===== config.mk =====
export PLATFORM = sky130hd
export DESIGN_NAME = mult_seq_flat
export DESIGN_NICKNAME = d
export VERILOG_FILES = /design/src/rtl/mult_seq_pkg.sv /design/src/rtl/mult_seq_if.sv /design/src/rtl/mult_seq_step.sv /design/src/rtl/mult_seq.sv /design/src/flat_wrapper.sv
export SDC_FILE = /design/constraint.sdc
export NUM_CORES = 1
export LEC_CHECK = 0
export BUFFER_PORTS_ARGS = -buffer_cell sky130_fd_sc_hd__buf_2
export CORE_ASPECT_RATIO = 0.75
export CORE_MARGIN = 10
export CORE_UTILIZATION = 61
export CTS_CLUSTER_SIZE = 25
export DETAILED_ROUTE_END_ITERATION = 10
export PLACE_DENSITY = 0.8
export SYNTH_ARGS = -nofsm -noshare
export SYNTH_HDL_FRONTEND = slang
export SYNTH_HIERARCHICAL = 1
export SYNTH_SLANG_ARGS = --single-unit

===== constraint.sdc =====
create_clock -name clk -period 5.2 [get_ports clk]
set_clock_uncertainty 0.2 [all_clocks]
set_input_delay 0.26 -clock clk [delete_from_list [all_inputs] [get_ports clk]]
set_output_delay 0.26 -clock clk [all_outputs]
set_load 0.1 [all_outputs]

===== src/rtl/mult_seq_pkg.sv =====
// mult_seq_pkg: shared types and sizing helpers for the sequential multiplier.
package mult_seq_pkg;

    typedef enum logic [1:0] {
        IDLE = 2'd0,
        BUSY = 2'd1,
        DONE = 2'd2
    } mult_seq_state_t;

    // Number of shift-add iterations needed to consume the whole multiplier.
    function automatic int iters(input int width, input int bpc);
        return width / bpc;
    endfunction

    // Counter width for a given iteration count; never narrower than one bit.
    function automatic int cnt_width(input int n_iters);
        return (n_iters > 1) ? $clog2(n_iters) : 1;
    endfunction

    localparam int DEFAULT_CNT_W = cnt_width(iters(32, 1));

endpackage


===== src/rtl/mult_seq_if.sv =====
// mult_seq_if: go/ready/done handshake and operand/result bus of mult_seq.
interface mult_seq_if #(
    parameter int WIDTH = 32
);
    logic             go;
    logic [WIDTH-1:0] left;
    logic [WIDTH-1:0] right;
    logic             is_signed;
    logic             ready;
    logic             done;
    logic [WIDTH-1:0] out;
    logic [WIDTH-1:0] out_hi;

    modport master (
        output go, left, right, is_signed,
        input  ready, done, out, out_hi
    );

    modport slave (
        input  go, left, right, is_signed,
        output ready, done, out, out_hi
    );
endinterface


===== src/rtl/mult_seq_step.sv =====
// mult_seq_step: one combinational partial-product add of the shift-add loop.
module mult_seq_step #(
    parameter int WIDTH          = 32,
    parameter int BITS_PER_CYCLE = 1,
    parameter int SHIFT_W        = $clog2(WIDTH)
) (
    input  logic [2*WIDTH-1:0]        acc_i,
    input  logic [WIDTH-1:0]          mcand_i,
    input  logic [BITS_PER_CYCLE-1:0] slice_i,
    input  logic [SHIFT_W-1:0]        shift_i,
    output logic [2*WIDTH-1:0]        acc_o
);
    localparam int AW = 2 * WIDTH;

    logic [AW-1:0] pp;

    // Partial product of the multiplicand and the current slice, aligned and accumulated.
    always_comb begin
        pp    = AW'(mcand_i) * AW'(slice_i);
        acc_o = acc_i + (pp << shift_i);
    end
endmodule


===== src/rtl/mult_seq.sv =====
// mult_seq: multi-cycle shift-add multiplier retiring BITS_PER_CYCLE bits per cycle.
// Fixed latency: done in cycle ITERS+1 when go is accepted in cycle 0.
// Optional two's-complement mode is compiled in with MULT_SEQ_SIGNED_EN.
module mult_seq
    import mult_seq_pkg::*;
#(
    parameter int WIDTH          = 32,
    parameter int BITS_PER_CYCLE = 1
) (
    input  logic      clk,
    input  logic      reset_n,
    mult_seq_if.slave io
);
    localparam int ITERS   = iters(WIDTH, BITS_PER_CYCLE);
    localparam int CNT_W   = cnt_width(ITERS);
    localparam int SHIFT_W = $clog2(WIDTH);
    localparam int AW      = 2 * WIDTH;
    localparam logic [CNT_W-1:0] CNT_LAST = CNT_W'(ITERS - 1);

    mult_seq_state_t    state_q;
    logic [CNT_W-1:0]   cnt_q;
    logic [WIDTH-1:0]   mcand_q;
    logic [WIDTH-1:0]   mplier_q;
    logic [AW-1:0]      acc_q;
    logic [AW-1:0]      acc_d;
    logic [AW-1:0]      prod_fin;
    logic [AW-1:0]      out_q;
    logic [WIDTH-1:0]   left_ld;
    logic [WIDTH-1:0]   right_ld;
    logic [SHIFT_W-1:0] shift_pos;

    // Bit position of the slice being retired this cycle (counter runs down from ITERS-1).
    always_comb begin
        shift_pos = SHIFT_W'((CNT_LAST - cnt_q) * BITS_PER_CYCLE);
    end

    mult_seq_step #(
        .WIDTH          (WIDTH),
        .BITS_PER_CYCLE (BITS_PER_CYCLE),
        .SHIFT_W        (SHIFT_W)
    ) u_step (
        .acc_i   (acc_q),
        .mcand_i (mcand_q),
        .slice_i (mplier_q[BITS_PER_CYCLE-1:0]),
        .shift_i (shift_pos),
        .acc_o   (acc_d)
    );

`ifdef MULT_SEQ_SIGNED_EN
    logic neg_q;
    logic left_neg;
    logic right_neg;

    // Signed mode latches magnitudes; the most-negative value maps to 2^(WIDTH-1) unsigned.
    always_comb begin
        left_neg  = io.is_signed & io.left[WIDTH-1];
        right_neg = io.is_signed & io.right[WIDTH-1];
        left_ld   = left_neg  ? ('0 - io.left)  : io.left;
        right_ld  = right_neg ? ('0 - io.right) : io.right;
        prod_fin  = neg_q ? ('0 - acc_d) : acc_d;
    end
`else
    // Unsigned only: operands pass straight through, product is the raw accumulator.
    always_comb begin
        left_ld  = io.left;
        right_ld = io.right;
        prod_fin = acc_d;
    end
`endif

    // Control FSM plus datapath registers; out_q only changes on the DONE transition.
    always_ff @(posedge clk or negedge reset_n) begin
        if (!reset_n) begin
            state_q  <= IDLE;
            cnt_q    <= '0;
            mcand_q  <= '0;
            mplier_q <= '0;
            acc_q    <= '0;
            out_q    <= '0;
`ifdef MULT_SEQ_SIGNED_EN
            neg_q    <= 1'b0;
`endif
        end else begin
            case (state_q)
                IDLE, DONE: begin
                    if (io.go) begin
                        mcand_q  <= left_ld;
                        mplier_q <= right_ld;
                        acc_q    <= '0;
                        cnt_q    <= CNT_LAST;
                        state_q  <= BUSY;
`ifdef MULT_SEQ_SIGNED_EN
                        neg_q    <= left_neg ^ right_neg;
`endif
                    end else begin
                        state_q <= IDLE;
                    end
                end
                BUSY: begin
                    acc_q    <= acc_d;
                    mplier_q <= mplier_q >> BITS_PER_CYCLE;
                    cnt_q    <= cnt_q - 1'b1;
                    if (cnt_q == '0) begin
                        out_q   <= prod_fin;
                        state_q <= DONE;
                    end
                end
                default: state_q <= IDLE;
            endcase
        end
    end

    assign io.ready  = (state_q != BUSY);
    assign io.done   = (state_q == DONE);
    assign io.out    = out_q[WIDTH-1:0];
    assign io.out_hi = out_q[AW-1:WIDTH];

endmodule


===== src/flat_wrapper.sv =====
// flat-port wrapper written by rule: the top's interface ports become plain ports
module mult_seq_flat import mult_seq_pkg::*;
#(
    parameter int WIDTH          = 32,
    parameter int BITS_PER_CYCLE = 1
)
  (clk, reset_n, io_go, io_left, io_right, io_is_signed, io_ready, io_done, io_out, io_out_hi);
  mult_seq_if #(.WIDTH(WIDTH)) io_i ();
  input  logic clk;
  input  logic reset_n;
  input wire logic [$bits(io_i.go)-1:0] io_go;
  input wire logic [$bits(io_i.left)-1:0] io_left;
  input wire logic [$bits(io_i.right)-1:0] io_right;
  input wire logic [$bits(io_i.is_signed)-1:0] io_is_signed;
  output wire logic [$bits(io_i.ready)-1:0] io_ready;
  output wire logic [$bits(io_i.done)-1:0] io_done;
  output wire logic [$bits(io_i.out)-1:0] io_out;
  output wire logic [$bits(io_i.out_hi)-1:0] io_out_hi;
  assign io_i.go = io_go;
  assign io_i.left = io_left;
  assign io_i.right = io_right;
  assign io_i.is_signed = io_is_signed;
  assign io_ready = io_i.ready;
  assign io_done = io_i.done;
  assign io_out = io_i.out;
  assign io_out_hi = io_i.out_hi;
  mult_seq #(.WIDTH(WIDTH), .BITS_PER_CYCLE(BITS_PER_CYCLE)) u_core (.clk(clk), .reset_n(reset_n), .io(io_i));
endmodule

==> run metrics <==
worst path bufs/invs 2; crit-path most repeated cell a21oi_1; final hold violations 0; Synth Flop Type dfrtp_1; final wirelength 39.9 mm; Final nets 1,768; pin count of the biggest net entering global routing 119; Post-Synthesis Cells 1,496; synth top area cells dfrtp_1 37%, nand2_1 6.7%, ha_1 5.9%; final core utilization 71.2%; FF-to-FF setup slack 0.21 ns; number of vias per cell 6.28; IO Count 134; CTS sink count 199; Crit. End Element flop; global-route wire length before repair 63.5 mm; EDFF count, synth 0; Async SR Flop Fraction 100%; Cell Chain, Critical Path inv_1, buf_12, mux2_2, nand2_1, o21ai_0, and3_1, a31oi_1, a21oi_1, nor2_1, a21oi_1, ha_1, nand4_1, or3_1, nor2_1, a31oi_2, a21oi_1, a211oi_2, o21ai_1, xor2_1, mux2_4; Yosys top cell area share 36.7%; Slew @ Worst Pin 1.12 ns; met2 GRT Util 40.0%; via count 12,200; Clk Latency, worst-skew pair 0.46 ns; routed len/inst 20.6 um; Root Buffer clkbuf_16; pre-CTS setup slack 0.318 ns; initial DRC count 1,483; capturing point of the worst reg2reg path u_core/out_q[61]; H-tree levels 4; Netlist cell types 80; critical path's slowest cell or3_1; Final HPWL DP 27.2 mm; Yosys reg bits 199; post-route minimum period 4.99 ns; CTS tree done; layout cells sized above 1 19.7%; # rows 47; Inserted Diodes 0; Reg clk slew, reported paths 0.09 ns; hold path cells 4; Synth area leader dfrtp_1; final RePlAce weighted congestion 0.988; IO Port Bufs 132; # setup viols final 0; CP top delay family compound AO/OA/AOI/OAI gates; Post-DRT Antenna Nets 0; Yosys warning total 6; post-synthesis sequential area ratio 36.7%; Critical Path Fanout Max 36; fin crit share 95.9%; hold endpoint u_core/mplier_q[31]; Overall Global Routing Usage 27.5%; Max Fclk 201 MHz; Post-Syn Nets 1,629; DR pass1 iterations 6; Worst R2R Path Depth 20; Syn-to-layout area delta 15.4%; status finished clean; max_slew headroom 25.1%; WS Path Type flop to flop; Starting Density 61.7%; vias in the first global route 11,500; Synth Area per Inst 9.07 sq um; Die H 149 um; die area 0.0287 sq mm; most used routing layer met1; # DRC 0; max-capacitance violation count 0; number of antenna violations at the first check in global routing 0; setup ws final 0.213 ns; Req. time, crit path 5.39 ns; met3 Track Usage GR 5.56%; setup TNS 0 ns; maximum buffer depth of the clock tree 2; hold path startpoint io_go; cell area after synthesis 0.0136 sq mm; Overflow after GRT 0; Final Slew Violations 0; core area 0.0220 sq mm; slowest stage delay, CP 0.47 ns; Hold Crit Class primary input to flop; cts bufs inserted 17; Startpoint Class flop; Die X-Extent 192 um; met1 Resource Use GR 40.9%; RR Startpoint u_core/cnt_q[0]; Worst Path Arrival 5.18 ns
cells in the mapped netlist, types with 10 or more instances:
| cell | number |
|---|---|
| and2_1 | 10 |
| a22o_1 | 65 |
| nand2_1 | 244 |
| mux2_2 | 42 |
| a22oi_1 | 33 |
| xnor2_1 | 40 |
| a21oi_1 | 98 |
| o22ai_1 | 17 |
| dfrtp_1 | 199 |
| nand3_1 | 58 |
| nor3_1 | 10 |
| nor2_1 | 98 |
| nand2b_1 | 13 |
| inv_1 | 29 |
| o21ai_0 | 94 |
| xor2_1 | 23 |
| nand4_1 | 21 |
| buf_1 | 20 |
| o21bai_1 | 17 |
| o21a_1 | 10 |
| mux2_4 | 38 |
| a21o_1 | 25 |
| ha_1 | 64 |
| nor2b_1 | 10 |
| clkbuf_1 | 42 |
| mux2i_1 | 39 |
| buf_2 | 29 |
registers in the layout (all words and copies together), names as in the netlist:
register / cells
u_core/mplier_q: 32
u_core/mcand_q: 32
u_core/cnt_q: 5
u_core/state_q: 2
u_core/acc_q: 64
u_core/out_q: 64
layout make-up:
cell class	count	area, sq um
clock buffers	17	425
inverters	30	113
multi-input cells	1165	8030
fillers	1656	6330
flip-flops and latches	199	4980
clock inverters	15	219
well taps	294	368
repair buffers	222	1530
routing by layer:
| layer | vias to the layer above | wire (um) | share of wire [%] |
|---|---|---|---|
| li1 | 5636 | - | - |
| met1 | 5879 | 18500 | 46 |
| met2 | 631 | 17200 | 43 |
| met3 | 54 | 3670 | 9.2 |
| met4 | 0 | 614 | 1.5 |
| met5 | - | 0 | 0 |
worst register-to-register path: cells and delay by family (launching register included):
| family | cells | cell delay (ns) |
|---|---|---|
| adders and majority gates | 1 | 0.44 |
| muxes | 2 | 0.58 |
| buffers and inverters | 2 | 0.34 |
| and+or+nand+nor | 6 | 1.24 |
| AOI/OAI and AO/OA | 8 | 1.43 |
| DFF | 1 | 0.43 |
| xor gates and xnor gates | 1 | 0.28 |
how the worst max path moves through the flow:
stage | startpoint | end | slack [ns] | cells past startpoint
after detailed placement | u_core/cnt_q[0] | u_core/out_q[56] | 0.32 | 20
final | u_core/cnt_q[0] | u_core/out_q[61] | 0.21 | 20
after global placement | u_core/cnt_q[0] | u_core/out_q[56] | 0.39 | 20
after floorplan | u_core/cnt_q[0] | u_core/out_q[52] | 0.85 | 20
after CTS | u_core/cnt_q[0] | u_core/out_q[56] | 0.29 | 20
after global routing | u_core/cnt_q[0] | u_core/out_q[56] | -0.01 | 21
metrics by stage:
stage	instances	hold WS, ns	instance area [sq um]
final	1942	0.133	15700
after global routing	1942	0.128	15700
after CTS	1939	0.0827	15600
after detailed placement	1842	0.122	14300
after global placement	1842	0.116	14300
after floorplan	1496	-0.236	13600
cell usage in the layout, fill, tap and decap left out, types with 6 or more instances in the layout:
cell             n
clkbuf_16       17
a31oi_1          7
a21oi_2         10
o21a_1          10
dfrtp_1        199
inv_1           29
nand3_1         58
nor2_1          97
nand2_1        243
ha_1            63
nand4_1         21
o21bai_1        17
a22oi_1         33
o21ai_1         10
xnor2_1         40
buf_4           23
a21o_1          25
inv_12           6
mux2_2          42
a21oi_1         96
a22o_1          65
nor3_1          10
mux2_4          38
nor2b_1          8
xor2_1          23
buf_2          131
o211ai_1         6
and3_1           6
nand2b_1        12
o21ai_0         89
o22ai_1         17
dlygate4sd3_1   65
mux2i_1         39
and2_1          10
cell families after synthesis:
family,count (synthesis),synth area share (%)
compound gates,431,22.1
xor+xnor,63,4.07
fa+ha+maj,65,6.05
buf+inv,132,4.55
flops,199,36.7
mux,121,10.9
simple gates,485,15.7
what timing repair did:
action / CTS / global route
endpoints found under the setup margin: 0 / 10
setup buffers: 0 / 3
endpoints found under the hold margin: 145 / 0
gates resized for setup: 0 / 11
hold buffers: 65 / 0
Power is not shown: default switching activity piles up to over one toggle a cycle in this logic, so the estimate is an artifact.
